$ cat src/rtl/an_encoder_28bits_pkg.sv
// rtl/an_encoder_28bits_pkg.sv - shared AN-code constants and encoder state enum (AN_ERR_INJECT_EN adds ST_INJ)
package an_code_pkg;

   localparam int A            = 17619;
   localparam int A_BITS       = 15;
   localparam int N_BITS       = 28;
   localparam int W_BITS       = 44;
   localparam int CNT_BITS     = 4;
   localparam int ERR_POS_BITS = 6;

   localparam logic [A_BITS-1:0] A_VEC = A_BITS'(A);

   typedef enum logic [1:0] {
      ST_IDLE = 2'd0,
      ST_MUL  = 2'd1,
`ifdef AN_ERR_INJECT_EN
      ST_INJ  = 2'd2,
`endif
      ST_OUT  = 2'd3
   } enc_state_e;

endpackage

$ cat src/rtl/an_encoder_28bits_if.sv
// rtl/an_encoder_28bits_if.sv - encoder handshake bundle; err_* fields exist only with AN_ERR_INJECT_EN
interface an_encoder_28bits_if;
   import an_code_pkg::*;

   logic              in_valid;
   logic              in_ready;
   logic [N_BITS-1:0] N;
   logic              out_valid;
   logic              out_ready;
   logic [W_BITS-1:0] W;
`ifdef AN_ERR_INJECT_EN
   logic                    err_en;
   logic                    err_sign;
   logic [ERR_POS_BITS-1:0] err_pos;
`endif

   modport master (
`ifdef AN_ERR_INJECT_EN
      output err_en, err_pos, err_sign,
`endif
      output in_valid, N, out_ready,
      input  in_ready, out_valid, W
   );

   modport slave (
`ifdef AN_ERR_INJECT_EN
      input  err_en, err_pos, err_sign,
`endif
      input  in_valid, N, out_ready,
      output in_ready, out_valid, W
   );

endinterface

$ cat src/rtl/an_encoder_28bits_err_inject.sv
// rtl/an_encoder_28bits_err_inject.sv - combinational +/-2^pos error injector, built only with AN_ERR_INJECT_EN
`ifdef AN_ERR_INJECT_EN
module an_err_inject
   import an_code_pkg::*;
(
   input  logic [W_BITS-1:0]       acc_i,
   input  logic                    err_en_i,
   input  logic [ERR_POS_BITS-1:0] err_pos_i,
   input  logic                    err_sign_i,
   output logic [W_BITS-1:0]       acc_o
);

   logic [W_BITS-1:0] delta;

   // Positions beyond the codeword leave the word untouched rather than aliasing.
   always_comb begin
      delta = '0;
      if (err_en_i && (err_pos_i < ERR_POS_BITS'(W_BITS))) begin
         delta = W_BITS'(1) << err_pos_i;
      end
      acc_o = err_sign_i ? (acc_i - delta) : (acc_i + delta);
   end

endmodule
`endif

$ cat src/rtl/an_encoder_28bits.sv
// rtl/an_encoder_28bits.sv - sequential shift-and-add AN encoder W = A*N; AN_ERR_INJECT_EN adds an INJ step
module an_encoder_28bits
   import an_code_pkg::*;
(
   input  logic                clk,
   input  logic                rst_n,
   an_encoder_28bits_if.slave  bus
);

   enc_state_e          state_q, state_d;
   logic [W_BITS-1:0]   mcand_q, mcand_d;
   logic [W_BITS-1:0]   acc_q,   acc_d;
   logic [CNT_BITS-1:0] cnt_q,   cnt_d;

`ifdef AN_ERR_INJECT_EN
   logic                    err_en_q,   err_en_d;
   logic                    err_sign_q, err_sign_d;
   logic [ERR_POS_BITS-1:0] err_pos_q,  err_pos_d;
   logic [W_BITS-1:0]       inj_acc;

   an_err_inject u_err_inject (
      .acc_i      (acc_q),
      .err_en_i   (err_en_q),
      .err_pos_i  (err_pos_q),
      .err_sign_i (err_sign_q),
      .acc_o      (inj_acc)
   );
`endif

   always_comb begin
      state_d = state_q;
      mcand_d = mcand_q;
      acc_d   = acc_q;
      cnt_d   = cnt_q;
`ifdef AN_ERR_INJECT_EN
      err_en_d   = err_en_q;
      err_sign_d = err_sign_q;
      err_pos_d  = err_pos_q;
`endif
      case (state_q)
         ST_IDLE: begin
            if (bus.in_valid) begin
               mcand_d = W_BITS'(bus.N);
               acc_d   = '0;
               cnt_d   = '0;
`ifdef AN_ERR_INJECT_EN
               err_en_d   = bus.err_en;
               err_sign_d = bus.err_sign;
               err_pos_d  = bus.err_pos;
`endif
               state_d = ST_MUL;
            end
         end
         ST_MUL: begin
            // One bit of the constant per cycle, LSB first.
            if (A_VEC[cnt_q]) begin
               acc_d = acc_q + (mcand_q << cnt_q);
            end
            cnt_d = cnt_q + 1'b1;
            if (cnt_q == CNT_BITS'(A_BITS - 1)) begin
`ifdef AN_ERR_INJECT_EN
               state_d = ST_INJ;
`else
               state_d = ST_OUT;
`endif
            end
         end
`ifdef AN_ERR_INJECT_EN
         ST_INJ: begin
            acc_d   = inj_acc;
            state_d = ST_OUT;
         end
`endif
         ST_OUT: begin
            if (bus.out_ready) begin
               state_d = ST_IDLE;
            end
         end
         default: state_d = ST_IDLE;
      endcase
   end

   always_ff @(posedge clk or negedge rst_n) begin
      if (!rst_n) begin
         state_q <= ST_IDLE;
         mcand_q <= '0;
         acc_q   <= '0;
         cnt_q   <= '0;
`ifdef AN_ERR_INJECT_EN
         err_en_q   <= 1'b0;
         err_sign_q <= 1'b0;
         err_pos_q  <= '0;
`endif
      end else begin
         state_q <= state_d;
         mcand_q <= mcand_d;
         acc_q   <= acc_d;
         cnt_q   <= cnt_d;
`ifdef AN_ERR_INJECT_EN
         err_en_q   <= err_en_d;
         err_sign_q <= err_sign_d;
         err_pos_q  <= err_pos_d;
`endif
      end
   end

   assign bus.in_ready  = (state_q == ST_IDLE);
   assign bus.out_valid = (state_q == ST_OUT);
   assign bus.W         = acc_q;

endmodule

$ cat src/flat_wrapper.sv
// flat-port wrapper written by rule: the top's interface ports become plain ports
module an_encoder_28bits_flat import an_code_pkg::*;
  (clk, rst_n, bus_in_valid, bus_N, bus_out_ready, bus_in_ready, bus_out_valid, bus_W);
  an_encoder_28bits_if bus_i ();
  input  logic clk;
  input  logic rst_n;
  input wire logic [$bits(bus_i.in_valid)-1:0] bus_in_valid;
  input wire logic [$bits(bus_i.N)-1:0] bus_N;
  input wire logic [$bits(bus_i.out_ready)-1:0] bus_out_ready;
  output wire logic [$bits(bus_i.in_ready)-1:0] bus_in_ready;
  output wire logic [$bits(bus_i.out_valid)-1:0] bus_out_valid;
  output wire logic [$bits(bus_i.W)-1:0] bus_W;
  assign bus_i.in_valid = bus_in_valid;
  assign bus_i.N = bus_N;
  assign bus_i.out_ready = bus_out_ready;
  assign bus_in_ready = bus_i.in_ready;
  assign bus_out_valid = bus_i.out_valid;
  assign bus_W = bus_i.W;
  an_encoder_28bits u_core (.clk(clk), .rst_n(rst_n), .bus(bus_i));
endmodule
$ cat config.mk
export PLATFORM = sky130hd
export DESIGN_NAME = an_encoder_28bits_flat
export DESIGN_NICKNAME = d
export VERILOG_FILES = /design/src/rtl/an_encoder_28bits_pkg.sv /design/src/rtl/an_encoder_28bits_if.sv /design/src/rtl/an_encoder_28bits_err_inject.sv /design/src/rtl/an_encoder_28bits.sv /design/src/flat_wrapper.sv
export SDC_FILE = /design/constraint.sdc
export NUM_CORES = 1
export LEC_CHECK = 0
export BUFFER_PORTS_ARGS = -buffer_cell sky130_fd_sc_hd__buf_4
export CORE_MARGIN = 2
export CORE_UTILIZATION = 58
export DETAILED_ROUTE_END_ITERATION = 8
export GPL_TIMING_DRIVEN = 0
export PLACE_DENSITY = 0.82
export SYNTH_ARGS = -nofsm -noshare
export SYNTH_HDL_FRONTEND = slang
export SYNTH_SLANG_ARGS = --single-unit
export TNS_END_PERCENT = 1
$ cat constraint.sdc
create_clock -name clk -period 4.95 [get_ports clk]
set_clock_uncertainty 0.05 [all_clocks]
set_input_delay 0.495 -clock clk [delete_from_list [all_inputs] [get_ports clk]]
set_output_delay 0.495 -clock clk [all_outputs]
set_load 0.005 [all_outputs]
==> metrics.md, run 1 <==
| Metric | Value |
|---|---|
| Num rows | `39` |
| Number of global-route vias before repair | `6140` |
| DRT Pass-1 Iters | `8` |
| Multi-input logic area | `4690 sq um` |
| Dpl hpwl | `14800 um` |
| Die Height | `113 um` |
| Critical path class | `flip-flop to flip-flop` |
| Initial antenna violation count | `0` |
| Number of CTS-inserted buffers | `9` |
| Worst Setup Start Kind | `flip-flop` |
| Netlist Area Pre-Place | `6900 sq um` |
| Mean Syn Cell Area | `8.16 sq um` |
| Area growth syn-to-layout | `15.7%` |
| Seq/Total Area, Yosys | `28.3%` |
| GRT Overall Usage | `30.6%` |
| Die Wd | `113 um` |
| Worst endpoint required time | `5.10 ns` |
| Post-cts hold buffer count | `0` |
| Util after Layout | `69.3%` |
| R2R setup slack | `0.41 ns` |
| Vias | `6754` |
| Clk_lat worst skew | `0.35 ns` |
| Distinct cells, synth | `69` |
| Htree depth | `3` |
| Number of setup violations in the final report | `0` |
| R2R Path End | `u_core.bus.W[40]` |
| First-pass GRT wire length | `31000 um` |
| Rel. slew slack | `28.5%` |
| Post-CTS Setup Bufs | `0` |
| Syn_nets | `924` |
| Hold Fails Final Rpt | `0` |
| DRT antenna net count | `0` |
| Setup TNS | `0 ns` |
| DP Cell Count | `1065` |
| Vias/cell | `6.25` |
| Initial Utilization | `59.9%` |
| Max-cap viol count | `0` |
| Arrival time at the worst endpoint | `4.69 ns` |
| CTS clk-pin slew, worst paths | `0.06 ns` |
| Reg2Reg Launch Point | `u_core.cnt_q[0]` |
| Residual DRC | `5` |
| Commonest register cell after synthesis | `dfrtp_1` |
| Port Buf Inserts | `77` |
| Final Slew Violations | `0` |
| Top Ports | `78` |
| Largest net degree at the start of global routing | `79` |
| Register area | `1950 sq um` |
| Ant diodes | `0` |
| Placer congestion estimate | `0.979` |
| Total core area | `11500 sq um` |
| Routed WL per cell | `17.8 um` |
| Min-delay worst type | `input port to async pin` |
| Share of layout cells above drive strength 1 | `15.5%` |
| CTS resizes | `0` |
| Status | `finished with violations` |
| Root buffer cell | `clkbuf_16` |
| Async set-reset flop share out of synthesis | `100%` |
| Fin crit period | `4.54 ns` |
| Fillers | `970` |
| Yosys warning total | `0` |
| DRT iter0 DRCs | `660` |
| Max Fclk | `220 MHz` |
| RSZ-0062 raised after global routing | `no` |
| Clock Sinks | `78` |
| Syn Inst Count | `845` |
| Die area | `12800 sq um` |
| Period utilization | `91.7%` |
| Failing checks | `DRC` |
| DRT Wirelength | `19200 um` |
| Crit-path max FO | `10` |
| Non-Filler Instances | `1081` |
| Worst Max-Slew Pin Slew | `1.06 ns` |
| Number of synthesized flops with an enable pin | `0` |
| Type of destination of the critical path | `flip-flop` |
| Nets | `1012` |
| Seq cells post-synth | `78` |
| R2r worst-path depth | `15` |
| CTS tree | `yes` |
| Maximum root-to-sink buffer count | `2` |
| GR Overflow Total | `0` |
-- how the worst max path moves through the flow --
stage                            end  cells past startpoint             from
floorplan           u_core.bus.W[42]                     14  u_core.cnt_q[0]
global route        u_core.bus.W[40]                     15  u_core.cnt_q[0]
finish              u_core.bus.W[40]                     15  u_core.cnt_q[0]
detailed placement  u_core.bus.W[40]                     16  u_core.cnt_q[0]
CTS                 u_core.bus.W[40]                     16  u_core.cnt_q[0]
global placement    u_core.bus.W[40]                     16  u_core.cnt_q[0]
-- per-stage QoR --
step           hold slack [ns]  setup slack [ns]  area [sq um]
2_1_floorplan            0.149              1.07          6900
3_3_place_gp             0.439             0.278          7650
3_5_place_dp             0.451             0.217          7650
4_1_cts                  0.276             0.201          7970
5_1_grt                  0.293            0.0527          7980
6_report                 0.234             0.412          7980
-- routing by layer --
layer	track usage [%]	routed length, um
met3	4.45	1590
met5	0	0
met2	47.9	8590
met1	43.3	8440
met4	11.8	586
-- cells by family (layout without fill, tap and decap cells) --
family | count (synthesis) | count (layout) | share of synthesized area, %
adder cells (fa/ha/maj) | 47 | 47 | 8.64
XOR/XNOR | 35 | 35 | 4.45
AO/OA/AOI/OAI | 235 | 235 | 22.2
flip-flops | 78 | 78 | 28.3
buffers and inverters | 65 | 158 | 3.81
AND/OR/NAND/NOR | 326 | 326 | 21.3
multiplexers | 59 | 59 | 11.3
-- registers in the layout (all words and copies together) (netlist names) --
signal          flops
u_core.bus.W       44
u_core.cnt_q        4
u_core.state_q      2
u_core.mcand_q     28
-- layout make-up --
type	instances	area share (%)
flip-flops and latches	78	24.5
well taps	143	2.24
repair buffers	77	7.25
plain buffers	52	2.71
multi-input cells	702	58.7
clock buffers	12	3.09
clock inverters	4	0.878
inverters	13	0.612
-- placed cells by master (no fill, tap or decap), types with 3 or more instances in the layout --
master	n
nor4_1	3
o22ai_1	3
o21a_1	4
clkbuf_1	35
nor2_1	49
ha_1	46
a21o_1	18
a21oi_2	3
nand2b_1	6
buf_4	78
clkbuf_2	3
inv_1	13
and2_1	7
dfrtp_1	78
mux2i_1	41
o21ai_0	71
a21oi_1	59
o31ai_1	6
o21ai_2	3
nor2b_1	13
xnor2_1	23
buf_1	9
o21bai_1	11
a31oi_1	8
buf_2	5
and3_1	9
nor3_1	12
or3_1	6
a211oi_1	10
clkbuf_16	9
nand3_1	34
xor2_1	12
mux2_2	3
o21ai_1	8
nand2_1	166
nand4_1	12
mux4_2	15
-- worst max-delay path, cell delays in order (launching register included) --
cell,delay (ns)
dfrtp_1,0.46
clkbuf_2,0.34
clkbuf_1,0.43
mux2i_1,0.31
a21oi_1,0.16
a21oi_1,0.24
mux2i_1,0.14
ha_1,0.41
a21oi_1,0.09
o21ai_0,0.42
o21bai_1,0.17
a211oi_1,0.41
nor3_2,0.16
o21ai_0,0.33
xnor2_1,0.16
o21ai_0,0.09
-- Yosys cell counts (all sizes together), types with 18 or more instances --
cell,number,area [sq um]
a21o,19,144
a21oi,63,338
buf,18,85.1
clkbuf,34,129
dfrtp,78,1950
ha,46,576
mux2i,41,410
nand2,166,623
nand3,34,170
nor2,49,184
o21ai,82,422
xnor2,23,201
Power of run 1 is not shown: default switching activity piles up to over one toggle a cycle in this logic, so the estimate is an artifact.
==> run 2: changes to the inputs <==
--- a/config.mk
+++ b/config.mk
@@ -5,7 +5,7 @@
 export SDC_FILE = /design/constraint.sdc
 export NUM_CORES = 1
 export LEC_CHECK = 0
-export BUFFER_PORTS_ARGS = -buffer_cell sky130_fd_sc_hd__buf_4
+export BUFFER_PORTS_ARGS = -buffer_cell sky130_fd_sc_hd__clkbuf_2
 export CORE_MARGIN = 2
 export CORE_UTILIZATION = 58
 export DETAILED_ROUTE_END_ITERATION = 8
==> constraint.sdc (replaced) <==
create_clock -name clk -period 5.5 [get_ports clk]
set_clock_uncertainty 0.05 [all_clocks]
set_input_delay 0.55 -clock clk [delete_from_list [all_inputs] [get_ports clk]]
set_output_delay 0.55 -clock clk [all_outputs]
set_load 0.005 [all_outputs]
==> metrics.md, run 2 (synthesis results as in run 1) <==
| Metric | Value |
|---|---|
| Status | `finished with violations` |
| Failing checks | `DRC` |
| Routed WL per cell | `17.9 um (+0.86%)` |
| Final Slew Violations | `0 (unchanged)` |
| CP max stage delay | `0.61 ns (+0.15 ns)` |
| Post-CTS Setup Bufs | `0 (unchanged)` |
| Initial Utilization | `59.9% (unchanged)` |
| Critical path class | `flip-flop to flip-flop` |
| Die Height | `113 um (unchanged)` |
| WP depth | `15 (unchanged)` |
| Critical-path top delay cell | `nor3_1` |
| Dpl hpwl | `15100 um (+2.3%)` |
| Htree depth | `3 (unchanged)` |
| Placer congestion estimate | `0.961 (-1.8%)` |
| Max-cap viol count | `0 (unchanged)` |
| CTS tree | `yes` |
| CTS clk-pin slew, worst paths | `0.06 ns (about the same)` |
| Period utilization | `90.0% (-1.7 points)` |
| DRT iter0 DRCs | `663 (+0.45%)` |
| Hold Fails Final Rpt | `0 (unchanged)` |
| R2r worst-path depth | `15 (unchanged)` |
| Root buffer cell | `clkbuf_16` |
| Maximum root-to-sink buffer count | `2 (unchanged)` |
| CP endpoint | `u_core.bus.W[40]` |
| Largest net degree at the start of global routing | `41 (-48%)` |
| Crit-path max FO | `10 (unchanged)` |
| Die Wd | `113 um (unchanged)` |
| Arrival time at the worst endpoint | `5.10 ns (+0.41 ns)` |
| Vias/cell | `6.20 (-0.70%)` |
| Num rows | `39 (unchanged)` |
| Worst endpoint required time | `5.65 ns (+0.55 ns)` |
| Rel. slew slack | `38.7% (+10 points)` |
| Crit-path cells | `buf_1 > clkbuf_1 > mux2i_1 > a21oi_1 > a21oi_1 > mux2i_1 > ha_1 > a21oi_1 > o21ai_0 > nor3_1 > a211oi_1 > nor3_1 > o21ai_0 > xnor2_1 > o21ai_0` |
| Area growth syn-to-layout | `12.5%` |
| Post-cts hold buffer count | `0 (unchanged)` |
| Share of layout cells above drive strength 1 | `15.3% (-0.12 points)` |
| Hold WS | `0.165 ns (-0.0698 ns)` |
| Number of CTS-inserted buffers | `9 (unchanged)` |
| Vias | `6713 (-0.61%)` |
| Residual DRC | `5 (unchanged)` |
| Port Buf Inserts | `77 (unchanged)` |
| Placement Cell Area | `7480 sq um (-2.2%)` |
| Commonest cells after routing, fill and taps aside | `nand2_1 (166), dfrtp_1 (78), clkbuf_2 (77)` |
| Top Ports | `78 (unchanged)` |
| GR Overflow Total | `0 (unchanged)` |
| CTS resizes | `0 (unchanged)` |
| Worst Max-Slew Pin Slew | `0.910 ns (-0.152 ns)` |
| DRT antenna net count | `0 (unchanged)` |
| Final worst slack | `0.549 ns (+0.137 ns)` |
| Initial antenna violation count | `0 (unchanged)` |
| Die area | `12800 sq um (unchanged)` |
| Max Fclk | `202 MHz (-8.3%)` |
| Crit. Startpoint | `u_core.cnt_q[0]` |
| Worst Setup Start Kind | `flip-flop` |
| DRT Wirelength | `19400 um (+0.96%)` |
| Clock Sinks | `78 (unchanged)` |
| Commonest non-fill, non-tap cell in the layout | `nand2_1` |
| Ant diodes | `0 (unchanged)` |
| Max reg flops | `44 (unchanged)` |
| Min-delay worst type | `input port to async pin` |
| Number of global-route vias before repair | `6242 (+1.7%)` |
| R2R Path End | `u_core.bus.W[40]` |
| Type of destination of the critical path | `flip-flop` |
| DRT Pass-1 Iters | `8 (unchanged)` |
| Post-route cell area | `7760 sq um (-2.7%)` |
| Nets | `1013 (+0.099%)` |
| Fin crit period | `4.95 ns (+0.413 ns)` |
| Total core area | `11500 sq um (unchanged)` |
| First-pass GRT wire length | `31700 um (+2.1%)` |
| Clk_lat worst skew | `0.35 ns (about the same)` |
| Worst slack, placed | `0.808 ns (+0.591 ns)` |
| R2R setup slack | `0.55 ns (+0.14 ns)` |
| Setup TNS | `0 ns (unchanged)` |
| Number of setup violations in the final report | `0 (unchanged)` |
| Reg2Reg Launch Point | `u_core.cnt_q[0]` |
| Crit path max-delay family | `compound AO/OA/AOI/OAI gates` |
| GRT Overall Usage | `31.1% (+0.51 points)` |
| RSZ-0062 raised after global routing | `no` |
| Worst path bufs/invs | `2 (unchanged)` |
run 2: layout make-up:
cell class	instances	area, sq um
clock buffer	11	243
sequential	78	1950
fill	971	3760
clock inverter	5	35.0
inverter	13	48.8
tap	143	179
multi-input combinational	702	4680
timing repair buffer	78	408
buffer	52	214
run 2: layer usage:
layer	up-vias	GRT usage, %	part of all wire [%]
met4	0	9.84	2.4
met1	3086	43.1	43
met2	345	50.8	46
li1	3230	-	-
met5	-	0	0
met3	52	4.39	8.4
run 2: worst min-delay path by stage:
stage,start,cells after the start,to,slack (ns)
global placement,u_core.mcand_q[1],2,u_core.mcand_q[1],0.44
CTS,rst_n,1,u_core.bus.W[5],0.18
detailed placement,u_core.mcand_q[1],2,u_core.mcand_q[1],0.44
finish,rst_n,1,u_core.bus.W[16],0.16
floorplan,rst_n,0,u_core.bus.W[0],0.20
global route,rst_n,1,u_core.bus.W[13],0.21
run 2: worst register-to-register path: stages (launching register included):
cell and delay (ns):
dfrtp_1 0.45, buf_1 0.52, clkbuf_1 0.44, mux2i_1 0.30, a21oi_1 0.15, a21oi_1 0.27
mux2i_1 0.16, ha_1 0.39, a21oi_1 0.17, o21ai_0 0.21, nor3_1 0.28, a211oi_1 0.16
nor3_1 0.61, o21ai_0 0.31, xnor2_1 0.23, o21ai_0 0.10
run 2: through the flow:
stage               cells  util (%)
floorplan             845         -
global placement     1065      64.8
detailed placement   1066      65.0
CTS                  1082      67.4
global route         1082      67.4
finish               1082      67.4
Power of run 2 is left out for the same reason.
